**src/rtl/mips_md_pkg.sv**
```systemverilog
//------------------------------------------------------------------------------
// Module   : mips_md_pkg
// Purpose  : Shared definitions for the iterative multiply/divide unit:
//            md_op encodings, FSM state enum and the divide-by-zero LO value.
// Revision : 1.0 - initial release
//------------------------------------------------------------------------------
`default_nettype none

package mips_md_pkg;

  // md_op encodings as issued by the execute stage
  localparam logic [1:0] MD_MULT  = 2'b00;
  localparam logic [1:0] MD_MULTU = 2'b01;
  localparam logic [1:0] MD_DIV   = 2'b10;
  localparam logic [1:0] MD_DIVU  = 2'b11;

  // Unit sequencing
  typedef enum logic [1:0] {
    MD_IDLE = 2'd0,
    MD_RUN  = 2'd1,
    MD_FIX  = 2'd2
  } md_state_e;

  // LO value delivered by a divide with a zero divisor
  localparam logic [31:0] MD_DIV0_LO = 32'hFFFF_FFFF;

endpackage

`default_nettype wire

```
**src/rtl/md_sign_fix.sv**
```systemverilog
//------------------------------------------------------------------------------
// Module   : md_sign_fix
// Purpose  : Combinational two's-complement sign correction applied in the
//            FIX cycle. Takes unsigned result magnitudes plus sign flags and
//            returns the architectural HI/LO values.
// Ports    : mag_hi_i/mag_lo_i - magnitude (product or remainder:quotient)
//            is_div_i          - 1: divide result, 0: multiply result
//            neg_i             - product / quotient is negative
//            rneg_i            - remainder is negative (divide only)
//            hi_o/lo_o         - corrected HI/LO
// Revision : 1.0 - initial release
//------------------------------------------------------------------------------
`default_nettype none

module md_sign_fix #(
  parameter int WIDTH = 32
) (
  input  logic [WIDTH-1:0] mag_hi_i,
  input  logic [WIDTH-1:0] mag_lo_i,
  input  logic             is_div_i,
  input  logic             neg_i,
  input  logic             rneg_i,
  output logic [WIDTH-1:0] hi_o,
  output logic [WIDTH-1:0] lo_o
);

  logic [2*WIDTH-1:0] w_prod_neg;

  // Multiply negates the full double-width product as one value
  assign w_prod_neg = -{mag_hi_i, mag_lo_i};

  always_comb begin
    hi_o = mag_hi_i;
    lo_o = mag_lo_i;
    if (is_div_i) begin
      if (neg_i)  lo_o = -mag_lo_i;
      if (rneg_i) hi_o = -mag_hi_i;
    end else if (neg_i) begin
      hi_o = w_prod_neg[2*WIDTH-1:WIDTH];
      lo_o = w_prod_neg[WIDTH-1:0];
    end
  end

endmodule

`default_nettype wire

```
**src/rtl/mult_div_unit.sv**
```systemverilog
//------------------------------------------------------------------------------
// Module   : mult_div_unit
// Purpose  : Iterative 32-step shift-add multiplier / restoring divider that
//            owns the architectural HI/LO registers of the execute stage.
// Ports    : clk, reset (async, active-high)
//            md_start/md_op/srca/srcb - operation issue
//            md_abort                 - cancel an operation in progress
//            hilo_we/hilo_wdata       - MTHI (bit1) / MTLO (bit0)
//            md_run                   - busy flag; hi/lo - HI/LO registers
// Config   : MD_ZERO_SKIP_EN - when defined, operations with a zero operand
//            (or a zero divisor) bypass the iteration and go straight to FIX.
// Revision : 1.0 - initial release
//------------------------------------------------------------------------------
`default_nettype none

module mult_div_unit
  import mips_md_pkg::*;
#(
  parameter int WIDTH = 32,
  parameter int CNT_W = 6
) (
  input  logic             clk,
  input  logic             reset,
  input  logic             md_start,
  input  logic [1:0]       md_op,
  input  logic [WIDTH-1:0] srca,
  input  logic [WIDTH-1:0] srcb,
  input  logic             md_abort,
  input  logic [1:0]       hilo_we,
  input  logic [WIDTH-1:0] hilo_wdata,
  output logic             md_run,
  output logic [WIDTH-1:0] hi,
  output logic [WIDTH-1:0] lo
);

  md_state_e          state_q, state_d;
  logic [CNT_W-1:0]   cnt_q, cnt_d;
  // Multiply: {upper sum, multiplier}. Divide: {remainder, quotient}.
  logic [2*WIDTH-1:0] acc_q, acc_d;
  // Multiplicand for multiply, divisor magnitude for divide
  logic [WIDTH-1:0]   opb_q, opb_d;
  logic               is_div_q, is_div_d;
  logic               neg_q, neg_d;
  logic               rneg_q, rneg_d;
  logic               div0_q, div0_d;
  logic [WIDTH-1:0]   hi_q, hi_d, lo_q, lo_d;

  logic               w_is_div, w_signed;
  logic [WIDTH-1:0]   w_mag_a, w_mag_b;
  logic [WIDTH:0]     w_mul_sum;
  logic [WIDTH:0]     w_rem_sh;
  logic               w_rem_ge;
  logic [WIDTH-1:0]   w_rem_sub;
  logic [WIDTH-1:0]   w_fix_hi, w_fix_lo;

  assign w_is_div = (md_op == MD_DIV) || (md_op == MD_DIVU);
  assign w_signed = (md_op == MD_MULT) || (md_op == MD_DIV);
  assign w_mag_a  = (w_signed && srca[WIDTH-1]) ? -srca : srca;
  assign w_mag_b  = (w_signed && srcb[WIDTH-1]) ? -srcb : srcb;

  // Multiply step: conditional add into the upper half, carry kept for the shift
  assign w_mul_sum = {1'b0, acc_q[2*WIDTH-1:WIDTH]} +
                     (acc_q[0] ? {1'b0, opb_q} : {(WIDTH+1){1'b0}});

  // Divide step: remainder shifted left with the next dividend bit; the
  // remainder is always below the divisor, so WIDTH+1 bits suffice and the
  // low WIDTH bits of the subtraction are exact whenever it is kept.
  assign w_rem_sh  = acc_q[2*WIDTH-1:WIDTH-1];
  assign w_rem_ge  = (w_rem_sh >= {1'b0, opb_q});
  assign w_rem_sub = w_rem_sh[WIDTH-1:0] - opb_q;

  md_sign_fix #(.WIDTH(WIDTH)) u_sign_fix (
    .mag_hi_i (acc_q[2*WIDTH-1:WIDTH]),
    .mag_lo_i (acc_q[WIDTH-1:0]),
    .is_div_i (is_div_q),
    .neg_i    (neg_q),
    .rneg_i   (rneg_q),
    .hi_o     (w_fix_hi),
    .lo_o     (w_fix_lo)
  );

  always_comb begin
    state_d  = state_q;
    cnt_d    = cnt_q;
    acc_d    = acc_q;
    opb_d    = opb_q;
    is_div_d = is_div_q;
    neg_d    = neg_q;
    rneg_d   = rneg_q;
    div0_d   = div0_q;
    hi_d     = hi_q;
    lo_d     = lo_q;

    case (state_q)
      MD_IDLE: begin
        if (md_start) begin
          if (!md_abort) begin
            is_div_d = w_is_div;
            neg_d    = w_signed && (srca[WIDTH-1] ^ srcb[WIDTH-1]);
            rneg_d   = w_signed && w_is_div && srca[WIDTH-1];
            div0_d   = w_is_div && (srcb == '0);
            cnt_d    = '0;
            state_d  = MD_RUN;
            if (w_is_div) begin
              acc_d = {{WIDTH{1'b0}}, w_mag_a};
              opb_d = w_mag_b;
            end else begin
              acc_d = {{WIDTH{1'b0}}, w_mag_b};
              opb_d = w_mag_a;
            end
`ifdef MD_ZERO_SKIP_EN
            // Preload the final magnitudes so FIX produces the same result
            // the full iteration would have reached.
            if (w_is_div) begin
              if (srcb == '0) begin
                acc_d   = {w_mag_a, {WIDTH{1'b0}}};
                state_d = MD_FIX;
              end else if (srca == '0) begin
                acc_d   = '0;
                state_d = MD_FIX;
              end
            end else if ((srca == '0) || (srcb == '0)) begin
              acc_d   = '0;
              state_d = MD_FIX;
            end
`endif
          end
        end else begin
          if (hilo_we[1]) hi_d = hilo_wdata;
          if (hilo_we[0]) lo_d = hilo_wdata;
        end
      end

      MD_RUN: begin
        if (md_abort) begin
          state_d = MD_IDLE;
        end else begin
          if (is_div_q) begin
            acc_d = w_rem_ge ? {w_rem_sub, acc_q[WIDTH-2:0], 1'b1}
                             : {w_rem_sh[WIDTH-1:0], acc_q[WIDTH-2:0], 1'b0};
          end else begin
            acc_d = {w_mul_sum, acc_q[WIDTH-1:1]};
          end
          cnt_d = cnt_q + 1'b1;
          if (cnt_q == CNT_W'(WIDTH-1)) state_d = MD_FIX;
        end
      end

      MD_FIX: begin
        state_d = MD_IDLE;
        if (!md_abort) begin
          hi_d = w_fix_hi;
          lo_d = div0_q ? WIDTH'(MD_DIV0_LO) : w_fix_lo;
        end
      end

      default: state_d = MD_IDLE;
    endcase
  end

  always_ff @(posedge clk or posedge reset) begin
    if (reset) begin
      state_q  <= MD_IDLE;
      cnt_q    <= '0;
      acc_q    <= '0;
      opb_q    <= '0;
      is_div_q <= 1'b0;
      neg_q    <= 1'b0;
      rneg_q   <= 1'b0;
      div0_q   <= 1'b0;
      hi_q     <= '0;
      lo_q     <= '0;
    end else begin
      state_q  <= state_d;
      cnt_q    <= cnt_d;
      acc_q    <= acc_d;
      opb_q    <= opb_d;
      is_div_q <= is_div_d;
      neg_q    <= neg_d;
      rneg_q   <= rneg_d;
      div0_q   <= div0_d;
      hi_q     <= hi_d;
      lo_q     <= lo_d;
    end
  end

  assign md_run = (state_q != MD_IDLE);
  assign hi     = hi_q;
  assign lo     = lo_q;

endmodule

`default_nettype wire

```
**config.mk**
```make
export PLATFORM = sky130hd
export DESIGN_NAME = mult_div_unit
export DESIGN_NICKNAME = d
export VERILOG_FILES = /design/src/rtl/mips_md_pkg.sv /design/src/rtl/md_sign_fix.sv /design/src/rtl/mult_div_unit.sv
export SDC_FILE = /design/constraint.sdc
export NUM_CORES = 1
export LEC_CHECK = 0
export CAP_MARGIN = 20
export CORE_MARGIN = 2
export CORE_UTILIZATION = 42
export DETAILED_ROUTE_END_ITERATION = 10
export HOLD_SLACK_MARGIN = 0.03
export PLACE_DENSITY_LB_ADDON = 0.05
export REMOVE_ABC_BUFFERS = 1
export SYNTH_ARGS = -nofsm -noshare
export SYNTH_HDL_FRONTEND = slang
export SYNTH_HIERARCHICAL = 1
export SYNTH_SLANG_ARGS = --single-unit
```
**constraint.sdc**
```tcl
create_clock -name clk -period 5.8 [get_ports clk]
set_clock_uncertainty 0.2 [all_clocks]
set_input_delay 1.16 -clock clk [delete_from_list [all_inputs] [get_ports clk]]
set_output_delay 1.16 -clock clk [all_outputs]
set_load 0.01 [all_outputs]
```
# --- Word-level counts from Yosys, hierarchy flattened ---
# Index checks and enable logic that the tools add are counted.
classes:
  add_sub_neg: 8
  magnitude_cmp: 1
  eq_ne: 13
  n_mux: 35
  bitwise_logic: 2
  reduce_logical: 19
op_table:
  columns: ["operator", "n"]
  rows:
  - ["32-bit 2-to-1 mux", 18]
  - ["64-bit 2-to-1 mux", 5]
  - ["32-bit negator", 4]
  - ["32-bit case mux with 2 select lines", 2]
  - ["64-bit case mux with 2 select lines", 1]
  - ["64-bit negator", 1]
  - ["32-bit by 32-bit adder with 33-bit output", 1]
  - ["33-bit by 32-bit greater-or-equal comparator with 1-bit output", 1]
  - ["32-bit zero test", 1]
  - ["32-bit subtractor", 1]
  - ["6-bit 2-to-1 mux", 3]
  - ["2-bit != test, second input constant", 7]
  - ["6-bit case mux with 2 select lines", 1]
  - ["4-bit AND reduction", 3]
  - ["2-bit 2-to-1 mux", 4]
  - ["6-bit by 1-bit adder with 6-bit output, second input constant", 1]
  - ["2-bit equality test, second input constant", 3]
  - ["6-bit by 5-bit equality test with 1-bit output, second input constant", 1]
  - ["1-bit logical AND", 6]
  - ["3-bit AND reduction", 2]
  - ["2-bit nonzero test", 3]
  - ["2-bit zero test", 2]
  - ["2-bit case mux with 2 select lines", 1]
  - ["3-bit != test, second input constant", 1]
  - ["other kinds (4)", 5]
word_totals:
  regBits: 172
  inputBits: 104
  output_inout_bits: 65
  word_cells: 88

# --- Logic depth before layout (Yosys ltp) ---
logic_depth:
  ltp_word: 8
  ltp_mapped: 14
  depth_no_buf: 13

# --- Cells and area by module ---
# The synthesis kept the hierarchy.
by_module_without_submodules:
  columns: ["module", "n_inst", "cells_each", "area_each_um2", "seq_area_each_um2"]
  rows:
  - ["mult_div_unit", 1, 1745, 13516.7, 4304.1]
  - ["md_sign_fix", 1, 270, 1700.4, 0.0]

# --- Worst setup path after synthesis ---
# No wires, ideal clock.
synth_path:
  kind: "input to register"
  startpoint: "in srcb[9]"
  endpoint: "reg opb_q[27]"
  setup_time_ps: 125
  arrival_time_ps: 3408
  required_time_ps: 5475
  slack_ps: 2068
  cell_stages: 10
  path_buffers: 1
  path_cell_list: "or4_4 -> or4_4 -> or3_1 -> buf_2 -> nor3_4 -> a21oi_1 -> xor2_1 -> nand2_1 -> o21ai_0 -> mux2_2"
synth_between:
  elab_chain_cells: 3
synth_lines:
  columns: ["element", "line_no", "source"]
  rows:
  - ["start: declaration", "mult_div_unit.sv:27", "input logic [WIDTH-1:0] srcb,"]
  - ["32-bit negator", "mult_div_unit.sv:59", "assign w_mag_b = (w_signed && srcb[WIDTH-1]) ? -srcb : srcb;"]
  - ["32-bit 2-to-1 mux", "mult_div_unit.sv:59", null]
  - ["32-bit 2-to-1 mux", "mult_div_unit.sv:104", "if (w_is_div) begin"]
  - ["end signal: assignment", "mult_div_unit.sv:177", "opb_q <= opb_d;"]
  - ["end: declaration", "mult_div_unit.sv:41", "logic [WIDTH-1:0] opb_q, opb_d;"]
# Every way passes these cells.
# A chain may end at the register's enable or synchronous reset.

# --- Worst setup path in the final report ---
layout_path:
  startpoint: "reg acc_q[44]"
  endpoint: "reg acc_q[37]"
layout_between:
  elab_chain_cells: 5
layout_lines:
  columns: ["element", "line_no", "source"]
  rows:
  - ["start: declaration", "mult_div_unit.sv:39", "logic [2*WIDTH-1:0] acc_q, acc_d;"]
  - ["start signal: assignment", "mult_div_unit.sv:165", "acc_q <= '0;"]
  - ["start signal: assignment", "mult_div_unit.sv:176", "acc_q <= acc_d;"]
  - ["33-bit by 32-bit greater-or-equal comparator with 1-bit output", "mult_div_unit.sv:69", "assign w_rem_ge = (w_rem_sh >= {1'b0, opb_q});"]
  - ["64-bit 2-to-1 mux", "mult_div_unit.sv:139", "acc_d = w_rem_ge ? {w_rem_sub, acc_q[WIDTH-2:0], 1'b1}"]
  - ["64-bit 2-to-1 mux", "mult_div_unit.sv:138", "if (is_div_q) begin"]
  - ["64-bit 2-to-1 mux", "mult_div_unit.sv:135", "if (md_abort) begin"]
  - ["64-bit case mux with 2 select lines", "mult_div_unit.sv:94", "case (state_q)"]
# Every way passes these cells. The select of a mux whose other input is x is not followed.

==> results by group <==
Clock network
  – Clock Latency Late Sink: 0.46 ns
  – Worst-path clk slew: 0.07 ns
  – Total CTS buffers: 17
  – CTS max path bufs: 2
  – CTS Sinks: 172
  – # hold bufs at CTS: 0
  – Resize count post-CTS: 0
  – H-tree lvl count: 4
  – Clk Tree Root Cell: clkbuf_16
  – # Post-CTS Setup Buffers: 0
  – CTS tree: yes

GRT
  – GRT busiest layer: met2
  – First-pass GRT wire length: 86.5 mm
  – Pin count of the biggest net entering global routing: 109
  – Met2 Track Usage GR: 0.470
  – All-Layer GR Usage: 0.296
  – Grt ovf: 0
  – Met3 Resource Use GR: 0.0528
  – Met1 GRT Util: 0.405
  – Initial antenna violation count: 1
  – Number of global-route vias before repair: 14700

Finish
  – Commonest cells after routing, fill and taps aside: nand2_1 (286), o21ai_0 (215), nor2_1 (179)
  – Layout cell share with drive strength beyond 1: 0.0437
  – Nets: 2290
  – FF/Latch Area: 0.00431 mm^2
  – Fill cell total of the finished layout: 3576
  – Commonest non-fill, non-tap cell in the layout: nand2_1
  – Area of the multi-input gates: 0.0103 mm^2
  – Synthesis-to-layout area growth: 17.8%

Setup path
  – R2R setup slack: 1.49 ns
  – Crit. Startpoint: acc_q[44]
  – Path depth of the worst reg2reg path: 11
  – Worst Setup Path Type: flop to flop
  – Critical R2R Capture: acc_q[37]
  – FF-to-FF Start: acc_q[44]
  – Largest delay share family, worst path: compound AO/OA/AOI/OAI gates
  – WP buf/inv: 1
  – WP data arrival: 4.43 ns
  – CP startpoint kind: flop
  – Setup crit end kind: flop
  – CP max stage delay: 0.58 ns
  – Slowest cell on the critical path: dfrtp_1
  – CP required: 5.91 ns
  – Worst-path fanout max: 22
  – CP endpoint: acc_q[37]
  – Chain of cells forming the critical path: ha_1 > nand4_1 > nor2_1 > o311ai_0 > nand3_1 > a22oi_1 > o31ai_4 > buf_4 > mux2_2 > a21oi_1 > o21ai_0
  – Critical path depth: 11

Floorplanning
  – Die height: 194 um
  – Core area: 0.0357 mm^2
  – Die width: 194 um
  – Starting Density: 0.427
  – Die area: 0.0378 mm^2
  – # IOs: 169
  – Row count: 69

STA
  – RSZ-0062 raised after global routing: no
  – Max-slew violations: 0
  – Fin. Hold Viols: 0
  – Setup tns final: 0 ns
  – Tcrit/Tclk final: 0.743
  – Post-layout min period: 4.31 ns
  – Rel. slew slack: 0.249
  – Final setup vio count: 0
  – Worst-Margin Slew: 1.12 ns
  – F_max: 232 MHz

Routing
  – Antenna Nets Post-Route: 0
  – Drt first pass iters: 9
  – Via/cell ratio: 6.01
  – Wire length per cell: 21.8 um
  – Residual DRC: 30
  – Vias: 15600
  – Total Wirelength: 56.5 mm
  – DR iter-0 viols: 1362

Synth
  – Post-synthesis compound-gate area fraction: 0.249
  – Post-synthesis mux area share: 0.0362
  – FF+latch count, synth: 172
  – Main combinational cell family by area after synthesis: compound AO/OA/AOI/OAI gates
  – Post-synthesis average cell area: 7.55 um^2
  – Synth async-reset ratio: 1.00
  – Simple-gate share of the synthesized area: 0.230
  – Sequential area share after synthesis: 0.283
  – Gate Count Post-Synth: 2015
  – Synth Area in XOR/XNOR: 0.0990
  – Synth top area cells: dfrtp_1 (28%), o21ai_0 (7.1%), nand2_1 (7.1%), ha_1 (5.7%), xnor2_1 (5.6%)
  – Adder-cell share of the synthesized area: 0.0594
  – EDFF count, synth: 0
  – Post-synthesis cell type count: 69
  – Top-area cell type share of the netlist area: 0.283
  – Main synth FF type: dfrtp_1
  – Largest area contributor in the netlist: dfrtp_1
  – Ys Warns: 6
  – Mapped Area: 0.0152 mm^2

Run status
  – Outcome: finished, violations left
  – Failing checks: DRC

Power and ir drop
  – Pleak: 0.00753 uW
  – PD cells: 485 mW/mm^2
  – Power Total: 8700 uW
  – VDD IR-drop max: 0.291 mV

Flow run
  – Max Cap Viol: 0

Min path
  – Worst hold path type: flop to flop

Place
  – GP Congestion: 0.923
  – Detailed Place HPWL: 43.2 mm
  – PortBufs: 168
==> sequential cells by signal (all words and copies together), names as in the netlist <==
register  flops
acc_q        64
hi           32
lo           32
opb_q        32
cnt_q         6
state_q       2
div0_q        1
is_div_q      1
neg_q         1
rneg_q        1
==> worst min-delay path, cell delays in order (launching register included) <==
cell	delay, ns
dfrtp_1	0.34
nand2_1	0.05
o21ai_0	0.06
==> worst min-delay path by stage <==
stage	startpoint	endpoint	slack (ns)	cells after the start
final	lo[23]	lo[23]	0.28	2
after floorplan	opb_q[10]	opb_q[10]	0.26	2
after detailed placement	lo[12]	lo[12]	0.27	2
after global routing	lo[28]	lo[28]	0.31	2
after global placement	lo[30]	lo[30]	0.26	2
after CTS	lo[25]	lo[25]	0.28	2
==> logic make-up (layout without fill, tap and decap cells) <==
family	count (synthesis)	in the layout
other	0	1
AO/OA/AOI/OAI	627	627
adder cells (fa/ha/maj)	71	71
flip-flops	172	172
XOR/XNOR	172	172
AND/OR/NAND/NOR	746	746
multiplexers	54	54
buffers and inverters	173	285
==> layer usage <==
metal | share of wire | vias up
li1 | - | 7442
met1 | 0.45 | 7429
met2 | 0.45 | 581
met3 | 0.068 | 100
met4 | 0.033 | 0
met5 | 0 | -
==> per-stage QoR <==
step	std cells	util	hold WS, ns	setup slack [ns]	area [um^2]
after floorplan	1901	-	0.264	-0.220	14800
after global placement	2554	0.485	0.260	1.28	17300
after detailed placement	2554	0.485	0.270	1.19	17300
after CTS	2585	0.501	0.285	1.60	17900
after global routing	2588	0.503	0.311	1.33	17900
final	2589	0.503	0.277	1.49	17900
==> cell type report <==
type | instances | share of cell area
clock buffers | 22 | 0.0259
diodes | 1 | 0.000140
inverters | 59 | 0.0126
repair buffers | 195 | 0.108
well taps | 461 | 0.0322
clock inverters | 9 | 0.00635
multi-input cells | 1670 | 0.575
flip-flops and latches | 172 | 0.240
==> where the power goes <==
| part | leakage (uW) | switching [uW] | internal [uW] |
|---|---|---|---|
| Combinational | 0.00513 | 3080 | 2140 |
| Sequential | 0.00212 | 728 | 1560 |
| Clock | 0.000273 | 528 | 657 |
==> cells in the mapped netlist (4+ instances only) <==
| cell type | count |
|---|---|
| mux2i_1 | 46 |
| a221oi_1 | 4 |
| nand3b_1 | 5 |
| dfrtp_1 | 172 |
| ha_1 | 69 |
| o31ai_1 | 24 |
| a22o_1 | 8 |
| or4_1 | 16 |
| nor4_1 | 28 |
| or2_2 | 9 |
| and3_1 | 10 |
| xnor2_1 | 98 |
| a22oi_1 | 9 |
| nand4_1 | 20 |
| a21oi_1 | 163 |
| a21o_1 | 32 |
| a221o_1 | 6 |
| nand3_1 | 29 |
| nor2_1 | 180 |
| o22a_1 | 5 |
| and2_1 | 35 |
| nor2b_1 | 12 |
| nor3_1 | 37 |
| mux2_2 | 8 |
| o21a_1 | 13 |
| buf_2 | 5 |
| nand2b_1 | 11 |
| or3_1 | 51 |
| clkbuf_1 | 97 |
| a31o_2 | 4 |
| a211oi_1 | 18 |
| o21ai_0 | 215 |
| o211ai_1 | 13 |
| xor2_1 | 74 |
| a31oi_1 | 61 |
| buf_1 | 11 |
| inv_1 | 58 |
| o21bai_1 | 5 |
| o21ai_1 | 4 |
| nand2_1 | 286 |
| o31a_1 | 7 |
| nor3b_1 | 4 |
| o41ai_1 | 6 |
(Power assumes the default switching activity.)
